`src/rtl/qab_sweep_ctrl_pkg.sv`:
```
`default_nettype none
// ============================================================================
// Module   : qab_sweep_ctrl_pkg
// Purpose  : Shared definitions for the truth-table sweep controller: the
//            sequencer state encoding, the number of vectors in a sweep and
//            the settle length used when a zero length is requested.
// Ports    : none (package)
// Revision : 1.0 - initial release
// ============================================================================
package qab_sweep_ctrl_pkg;

  // Sequencer states, 3-bit encoding.
  typedef enum logic [2:0] {
    ST_IDLE   = 3'd0,
    ST_APPLY  = 3'd1,
    ST_SETTLE = 3'd2,
    ST_SAMPLE = 3'd3,
    ST_DONE   = 3'd4
  } state_e;

  // Three stimulus inputs give eight vectors per sweep.
  localparam int c_num_vec    = 8;

  // Settle length substituted when the requested length is zero.
  localparam int c_def_settle = 4;

endpackage : qab_sweep_ctrl_pkg
`default_nettype wire

```
`src/rtl/qab_sweep_ctrl_settle_timer.sv`:
```
`default_nettype none
// ============================================================================
// Module   : qab_sweep_ctrl_settle_timer
// Purpose  : Down-counter that times the settle interval of one vector.
//            A load pulse sets the count to the requested length; the count
//            then decrements once per cycle until it reaches zero. expire is
//            high while the count reads 1, i.e. on the last settle cycle.
// Ports    : clk    - system clock, rising edge
//            rst_n  - asynchronous active-low reset (clears the count)
//            load   - load the counter with length
//            length - settle cycles to time (non-zero)
//            expire - high on the final cycle of the interval
// Revision : 1.0 - initial release
// ============================================================================
module qab_sweep_ctrl_settle_timer #(
  parameter int SETTLE_W = 8
) (
  input  logic                clk,
  input  logic                rst_n,
  input  logic                load,
  input  logic [SETTLE_W-1:0] length,
  output logic                expire
);

  logic [SETTLE_W-1:0] r_count;

  always_ff @(posedge clk or negedge rst_n) begin
    if (!rst_n) begin
      r_count <= '0;
    end else if (load) begin
      r_count <= length;
    end else if (r_count != '0) begin
      r_count <= r_count - SETTLE_W'(1);
    end
  end

  // Reading 1 means this is the Nth cycle since the load, so the caller
  // leaves its settle state on the following edge.
  assign expire = (r_count == SETTLE_W'(1));

endmodule : qab_sweep_ctrl_settle_timer
`default_nettype wire

```
`src/rtl/qab_sweep_ctrl.sv`:
```
`default_nettype none
// ============================================================================
// Module   : qab_sweep_ctrl
// Purpose  : Sweeps a 3-input combinational block through all eight input
//            vectors. Each vector is applied for one cycle, allowed to settle
//            for a programmable number of cycles, then Q is sampled and
//            compared with the expected truth table.
// Ports    : clk, rst_n        - clock / asynchronous active-low reset
//            start, abort      - lab control; start honoured only when idle
//            settle_len        - settle cycles per vector (0 -> DEF_SETTLE)
//            exp_tt            - expected Q indexed by vector
//            q_in              - Q from the function-under-test
//            a_out/b_out/c_out - stimulus, equal to vec_idx[2:0]
//            vec_idx           - current vector index
//            busy, done, pass  - sweep status
//            cap_tt, fail_mask - captured truth table and mismatch bits
// Revision : 1.0 - initial release
// ============================================================================
module qab_sweep_ctrl
  import qab_sweep_ctrl_pkg::*;
#(
  parameter int SETTLE_W   = 8,
  parameter int DEF_SETTLE = c_def_settle
) (
  input  logic                clk,
  input  logic                rst_n,
  input  logic                start,
  input  logic                abort,
  input  logic [SETTLE_W-1:0] settle_len,
  input  logic [7:0]          exp_tt,
  input  logic                q_in,
  output logic                a_out,
  output logic                b_out,
  output logic                c_out,
  output logic [2:0]          vec_idx,
  output logic                busy,
  output logic                done,
  output logic                pass,
  output logic [7:0]          cap_tt,
  output logic [7:0]          fail_mask
);

  localparam logic [2:0] c_last_vec = 3'(c_num_vec - 1);

  state_e              r_state;
  state_e              w_next_state;

  logic [7:0]          r_exp;
  logic [SETTLE_W-1:0] r_len;
  logic [2:0]          r_vec_idx;
  logic [7:0]          r_cap_tt;
  logic [7:0]          r_fail_mask;
  logic                r_pass;
  logic                r_done;
  logic                r_busy;

  logic                w_start_ok;
  logic                w_abort_ok;
  logic                w_sample;
  logic                w_load;
  logic                w_expire;

  // --------------------------------------------------------------------------
  // Settle timer
  // --------------------------------------------------------------------------
  qab_sweep_ctrl_settle_timer #(
    .SETTLE_W (SETTLE_W)
  ) u_settle_timer (
    .clk    (clk),
    .rst_n  (rst_n),
    .load   (w_load),
    .length (r_len),
    .expire (w_expire)
  );

  // --------------------------------------------------------------------------
  // FSM state register
  // --------------------------------------------------------------------------
  always_ff @(posedge clk or negedge rst_n) begin
    if (!rst_n) begin
      r_state <= ST_IDLE;
    end else begin
      r_state <= w_next_state;
    end
  end

  // --------------------------------------------------------------------------
  // FSM next state and control strobes
  // --------------------------------------------------------------------------
  always_comb begin
    w_next_state = r_state;
    // abort outranks start even when idle, so both high leaves us idle.
    w_start_ok   = 1'b0;
    w_abort_ok   = 1'b0;
    w_sample     = 1'b0;
    w_load       = 1'b0;

    case (r_state)
      ST_IDLE: begin
        if (start && !abort) begin
          w_start_ok   = 1'b1;
          w_next_state = ST_APPLY;
        end
      end
      ST_APPLY: begin
        w_load       = 1'b1;
        w_next_state = ST_SETTLE;
      end
      ST_SETTLE: begin
        if (w_expire) begin
          w_next_state = ST_SAMPLE;
        end
      end
      ST_SAMPLE: begin
        w_sample     = 1'b1;
        w_next_state = (r_vec_idx == c_last_vec) ? ST_DONE : ST_APPLY;
      end
      ST_DONE: begin
        w_next_state = ST_IDLE;
      end
      default: begin
        w_next_state = ST_IDLE;
      end
    endcase

    if (abort && (r_state != ST_IDLE)) begin
      w_abort_ok   = 1'b1;
      w_sample     = 1'b0;
      w_next_state = ST_IDLE;
    end
  end

  // --------------------------------------------------------------------------
  // Sweep datapath: latched configuration, vector index and results
  // --------------------------------------------------------------------------
  always_ff @(posedge clk or negedge rst_n) begin
    if (!rst_n) begin
      r_exp       <= '0;
      r_len       <= '0;
      r_vec_idx   <= '0;
      r_cap_tt    <= '0;
      r_fail_mask <= '0;
      r_pass      <= 1'b0;
    end else if (w_start_ok) begin
      r_exp       <= exp_tt;
      r_len       <= (settle_len == '0) ? SETTLE_W'(DEF_SETTLE) : settle_len;
      r_vec_idx   <= '0;
      r_cap_tt    <= '0;
      r_fail_mask <= '0;
      r_pass      <= 1'b0;
    end else if (w_abort_ok) begin
      // Partial capture and mask are left in place for inspection.
      r_vec_idx   <= '0;
      r_pass      <= 1'b0;
    end else if (w_sample) begin
      r_cap_tt[r_vec_idx]    <= q_in;
      r_fail_mask[r_vec_idx] <= q_in ^ r_exp[r_vec_idx];
      if (r_vec_idx != c_last_vec) begin
        r_vec_idx <= r_vec_idx + 3'd1;
      end
    end else if (r_state == ST_DONE) begin
      // The mask register already holds the bit-7 result written by the
      // preceding SAMPLE, so it is final here.
      r_pass <= (r_fail_mask == 8'h00);
    end
  end

  // --------------------------------------------------------------------------
  // Status flags
  // --------------------------------------------------------------------------
  always_ff @(posedge clk or negedge rst_n) begin
    if (!rst_n) begin
      r_done <= 1'b0;
      r_busy <= 1'b0;
    end else begin
      r_done <= (r_state == ST_DONE) && !abort;
      r_busy <= (w_next_state != ST_IDLE);
    end
  end

  assign a_out     = r_vec_idx[2];
  assign b_out     = r_vec_idx[1];
  assign c_out     = r_vec_idx[0];
  assign vec_idx   = r_vec_idx;
  assign busy      = r_busy;
  assign done      = r_done;
  assign pass      = r_pass;
  assign cap_tt    = r_cap_tt;
  assign fail_mask = r_fail_mask;

endmodule : qab_sweep_ctrl
`default_nettype wire

```
`config.mk`:
```
export PLATFORM = sky130hd
export DESIGN_NAME = qab_sweep_ctrl
export DESIGN_NICKNAME = d
export VERILOG_FILES = /design/src/rtl/qab_sweep_ctrl_pkg.sv /design/src/rtl/qab_sweep_ctrl_settle_timer.sv /design/src/rtl/qab_sweep_ctrl.sv
export SDC_FILE = /design/constraint.sdc
export NUM_CORES = 1
export LEC_CHECK = 0
export CORE_MARGIN = 5
export CORE_UTILIZATION = 30
export CTS_CLUSTER_DIAMETER = 80
export DETAILED_ROUTE_END_ITERATION = 12
export DONT_BUFFER_PORTS = 1
export PLACE_DENSITY_LB_ADDON = 0.05
export SLEW_MARGIN = 10
export SYNTH_ARGS = -nofsm -noshare
export SYNTH_HDL_FRONTEND = slang
export SYNTH_SLANG_ARGS = --single-unit
```
`constraint.sdc`:
```
create_clock -name clk -period 2.2 [get_ports clk]
set_clock_uncertainty 0.1 [all_clocks]
set_input_delay 0.66 -clock clk [delete_from_list [all_inputs] [get_ports clk]]
set_output_delay 0.66 -clock clk [all_outputs]
set_load 0.02 [all_outputs]
```
## After elaboration in Yosys (flattened, before gate mapping)

Cells that the tools add are included.

- Add/subtract/negate cells: 2
- Order comparisons: 2
- Eq/ne operators: 9
- Muxes and demuxes: 34
- Bitwise logic cells: 1
- Reductions and logical operators: 19

Operators with widths:

| operator | count |
|---|---|
| 2-to-1 mux 8 bit | 9 |
| 2-to-1 mux 3 bit | 8 |
| bitwise mux 8 bit | 2 |
| zero test 8 bit | 2 |
| nonzero test 3 bit | 5 |
| 2-to-1 mux 1 bit | 12 |
| case mux 3 bit (4 select lines) | 1 |
| == test 8 x 1 -> 1 bit, second input constant | 1 |
| nonzero test 8 bit | 1 |
| subtractor 8 x 1 -> 8 bit, second input constant | 1 |
| == test 3 x 2 -> 1 bit, second input constant | 2 |
| == test 3 bit, second input constant | 2 |
| inequality test 3 bit, second input constant | 2 |
| AND reduction 2 bit | 3 |
| logical AND 1 bit | 4 |
| < comparator 3 x 4 -> 1 bit, second input constant | 1 |
| nonzero test 2 bit | 2 |
| adder 3 x 1 -> 3 bit, second input constant | 1 |
| binary-select mux 1 bit (select 3 bit) | 1 |
| demux 1 bit (select 3 bit) | 1 |
| == test 3 x 1 -> 1 bit, second input constant | 1 |
| greater-or-equal comparator 3 x 1 -> 1 bit, second input constant | 1 |
| zero test 3 bit | 1 |
| inequality test 2 bit, second input constant | 1 |
| 2 further kinds | 2 |

- Register bits: 49
- Input port bits: 21
- Output and inout port bits: 25
- Logic and storage cells: 77

## Logic depth before layout (Yosys ltp)

Gate-level depths: netlist of the first run.

- Word-level depth: 8
- Gate-level depth with buffers: 6
- Mapped depth without buffers: 6

## Hierarchy

A second synthesis of the first run with hierarchy kept.

- Cell total of the unflattened synthesis: 270
- Area total of the unflattened synthesis: 2509.9 um^2

Modules (own cells, without submodules):

| module | instances | cells an instance | area each (um^2) | sequential area each (um^2) |
|---|---|---|---|---|
| qab_sweep_ctrl | 1 | 209 | 1969.4 | 1026.0 |
| qab_sweep_ctrl_settle_timer | 1 | 61 | 540.5 | 200.2 |

## Least setup slack after synthesis of the first run

No wires, ideal clock.

- Path type: flip-flop to flip-flop
- From: register r_vec_idx[0] (netlist: vec_idx[0])
- To: register r_fail_mask[1] (netlist: fail_mask[1])
- Library setup time: 0.139 ns
- Data arrival time: 1.642 ns
- Data required time: 1.961 ns
- Slack: 0.319 ns
- Cell stages (with the launch flop): 6
- Clock period less this slack: 1.881 ns
- Cell sequence: dfrtp_1 buf_6 mux4_2 mux2i_4 xnor2_2 mux2i_1

- Longest elaborated chain between the ends: 8
- Elaborated cells between the ends (all ways): 12
- Classes of those cells: order compare (2); mux (8); bitwise (1); reduce/logical (1)

RTL lines:

| what | line | text |
|---|---|---|
| start, declared | qab_sweep_ctrl.sv:50 | `logic [2:0] r_vec_idx;` |
| start signal, assigned | qab_sweep_ctrl.sv:159 | `r_vec_idx <= r_vec_idx + 3'd1;` |
| < comparator 3 x 4 -> 1 bit (implied by the code) or greater-or-equal comparator 3 x 1 -> 1 bit (tied branches) | qab_sweep_ctrl.sv:157 | `r_fail_mask[r_vec_idx] <= q_in ^ r_exp[r_vec_idx];` |
| logical AND 1 bit (implied by the code) | qab_sweep_ctrl.sv:157 |  |
| 2-to-1 mux 1 bit (implied by the code) | qab_sweep_ctrl.sv:157 |  |
| demux 1 bit (select 3 bit) | qab_sweep_ctrl.sv:157 |  |
| bitwise mux 8 bit (*) | qab_sweep_ctrl.sv:157 |  |
| 2-to-1 mux 8 bit (*) | qab_sweep_ctrl.sv:155 | `end else if (w_sample) begin` |
| 2-to-1 mux 8 bit (*) | qab_sweep_ctrl.sv:151 | `end else if (w_abort_ok) begin` |
| 2-to-1 mux 8 bit (*) | qab_sweep_ctrl.sv:144 | `end else if (w_start_ok) begin` |
| end signal, assigned by index | qab_sweep_ctrl.sv:157 |  |
| end, declared | qab_sweep_ctrl.sv:52 | `logic [7:0] r_fail_mask;` |

Mark *: on every way between the ends. The rest lies on a longest branch, timed or not. The select of a mux whose other input is x is not followed.
A chain may end at the register's enable or synchronous reset.

## Worst setup path after layout of the first run

- From: register r_vec_idx[2] (netlist: vec_idx[2])
- To: output a_out

RTL lines:

| what | line | text |
|---|---|---|
| end, declared | qab_sweep_ctrl.sv:32 | `output logic a_out,` |

No word-level cell between the ends.

==> results of run 1 <==
## where the power goes
part           total [µW]  switching [µW]  internal, µW
Combinational         725             346           379
Clock                 508             287           221
Sequential           1310             200          1110
Total                2540             834          1710
## what timing repair did
item	4_1_cts	5_1_grt
hold buffers	1	0
gates resized for setup	0	0
endpoints found under the hold margin	49	0
buffers inserted	0	0
## per-stage QoR
stage                     util, %  area (µm²)  power [µW]
after global placement       32.2        2450        2020
after floorplan                 -        2310        1850
final                        33.6        2560        2540
after detailed placement     32.2        2450        2040
after global routing         33.6        2560        2720
after CTS                    33.6        2560        2590
## area by class of cell
| type | instances | share of cell area [%] |
|---|---|---|
| Clock buffer | 6 | 2.84 |
| Clock inverter | 2 | 0.391 |
| Inverter | 3 | 0.440 |
| Multi-Input combinational cell | 140 | 39.4 |
| Sequential cell | 49 | 47.9 |
| Tap cell | 102 | 4.99 |
| Timing Repair Buffer | 11 | 4.01 |
## cells in the mapped netlist, drive strengths merged (2+ instances only)
cell type / instances / area [µm²]
dfrtp: 49 / 1230
nand2: 22 / 82.6
o21ai: 20 / 100
mux2: 16 / 180
nand3: 13 / 65.1
mux2i: 9 / 103
nor2: 9 / 33.8
buf: 7 / 48.8
clkbuf: 5 / 18.8
nor3: 5 / 25.0
nor4: 5 / 37.5
xnor2: 5 / 51.3
ha: 4 / 50.1
a21oi: 3 / 15.0
inv: 3 / 11.3
nor2b: 3 / 18.8
mux4: 2 / 48.8
nand3b: 2 / 15.0
nand4b: 2 / 17.5
nor3b: 2 / 15.0
nor4bb: 2 / 20.0
o31ai: 2 / 15.0
or3: 2 / 12.5
## sequential cells by signal, indices dropped and copies added, names as in the netlist
name / count
busy: 1
r_state: 3
vec_idx: 3
pass: 1
fail_mask: 8
r_len: 8
r_exp: 8
u_settle_timer.r_count: 8
cap_tt: 8
done: 1
## layer usage
layer	share of wire [%]	routed length, µm	GRT usage, %
met5	0	0	0
met2	48	2430	17.4
met3	4.4	221	3.36
met1	46	2330	14.9
met4	1.4	72	4.15
## path summary, 6_finish.rpt
check                                          start                   endpoint  depth (start not counted)
max reg2reg                u_settle_timer.r_count[0]  u_settle_timer.r_count[6]                          6
max in group asynchronous                      rst_n  u_settle_timer.r_count[1]                          1
min reg2reg                                 r_len[0]  u_settle_timer.r_count[0]                          2
max                                       vec_idx[2]                      a_out                          1
min                                            rst_n                 r_state[1]                          1
min in group clk                               abort                       done                          1
## logic make-up (layout without fill, tap and decap cells)
kind of cell               count (synthesis)  after routing  share of synthesized area [%]
buffers and inverters                     15             22                           3.41
and+or+nand+nor                           74             74                           17.4
muxes                                     27             27                           14.3
adders and majority gates                  4              4                           2.16
DFF                                       49             49                           53.0
AOI/OAI and AO/OA                         29             29                           7.03
xor gates and xnor gates                   6              6                           2.60
==> results_dict.tcl, run 1 <==
set metrics [dict create \
    outcome "finished, final reports clean" \
    critical_path.top_delay_family "flip-flops" \
    start_util_pct 30.4 \
    vdd_drop_max_mv 0.320 \
    synth.cell_area_mm2 0.00231 \
    viasPerCell 4.94 \
    synth-warning-count 0 \
    vias 1547 \
    period_needed_ps 1910 \
    hold_violations 0 \
    min_period_over_period_pct 86.9 \
    cpPeakStageDelay_ps 590 \
    grt_pass1_vias 1615 \
    num_io_pins 46 \
    tightest_slew_ps 483 \
    final_common_cell "dfrtp_1" \
    synth_edf_count 0 \
    syn_inst 204 \
    final_cell_mix "49 x dfrtp_1, 22 x nand2_1, 16 x mux2_2, 14 x o21ai_0, 13 x nand3_1" \
    fp.dieH_um 97.8 \
    row_count 32 \
    gp_congestion 0.728 \
    slew_violations 0 \
    path_clk_slew_ps 90 \
    cp_cell_sequence "buf_4" \
    drv_cap 0 \
    powerDensity_mw_per_mm2 994 \
    n_fill_cell 780 \
    tns_ps 0 \
    hold_ws_ps 104 \
    finalWirelength_um 5050 \
    area_delta_synth_final_pct 10.6 \
    die_area_mm2 0.00956 \
    cts_root_buf "clkbuf_8" \
    drcViolationCount 0 \
    htree_levels 2 \
    multi_input_area_mm2 0.00101 \
    grt_pass1_wl_um 8600 \
    cp.required_ps 1440 \
    cts_sinks 49 \
    grt_max_degree 50 \
    yosys_register_bits 49 \
    drive_gt1_share_pct 19.4 \
    cts_inserted_buffers 5 \
    max_slew_margin_pct 67.5 \
    core_area_mm2 0.00761 \
    worst-setup-path-type "reg -> out" \
    diodes 0 \
    antenna_found_initial 0 \
    drtIter0Drc 98 \
    synth-async-reset-ratio_pct 100 \
    p_leak_uw 0.00108 \
    place_ws_ps 322 \
    routedWlPerCell_um 16.1 \
    ant_nets 0 \
    finalNonFillerCells 313 \
    synth_nets 229 \
    first_pass_iters 4 \
    rsz0062_at_grt "false" \
    critical_path_buf_inv_count 1 \
    die_x_um 97.8 \
    placed_cells_incl_taps 304 \
    ys_seq_area_share_pct 53.0 \
    cts_buffer_depth 2 \
    clk_latency_ps 300 \
    hold_path.class "in -> async" \
    end_kind "primary output" \
    synth_ff_type "dfrtp_1" \
    port_buffers 0 \
    setup_viol 0 \
    postLayoutSetupSlackWorst_ps 289 \
    avgSynthCellArea_um2 11.3 \
    ys_types 42 \
    critPathArrivalTime_ps 1150 \
    slowest_stage "dfrtp_1" \
    nNetsFinal 235 \
    cts_tree "yes" \
    crit_fanout 11 \
    seq_area_mm2 0.00123 \
    track_usage_pct 11.2 \
    r2r_slack_ps 310 \
    startpoint_type "flip-flop" \
    fmax_mhz 523 \
    dp_hpwl_um 3690 \
    grt_overflow 0 \
]
No activity file was read; power rests on OpenSTA's default activity.
==> run 2: changes to the inputs <==
--- a/config.mk
+++ b/config.mk
@@ -5,6 +5,7 @@
 export SDC_FILE = /design/constraint.sdc
 export NUM_CORES = 1
 export LEC_CHECK = 0
+export CAP_MARGIN = 5
 export CORE_MARGIN = 5
 export CORE_UTILIZATION = 30
 export CTS_CLUSTER_DIAMETER = 80
==> results of run 2 <==
Same layout as run 1: the final DEF is identical, and so are final timing and power.
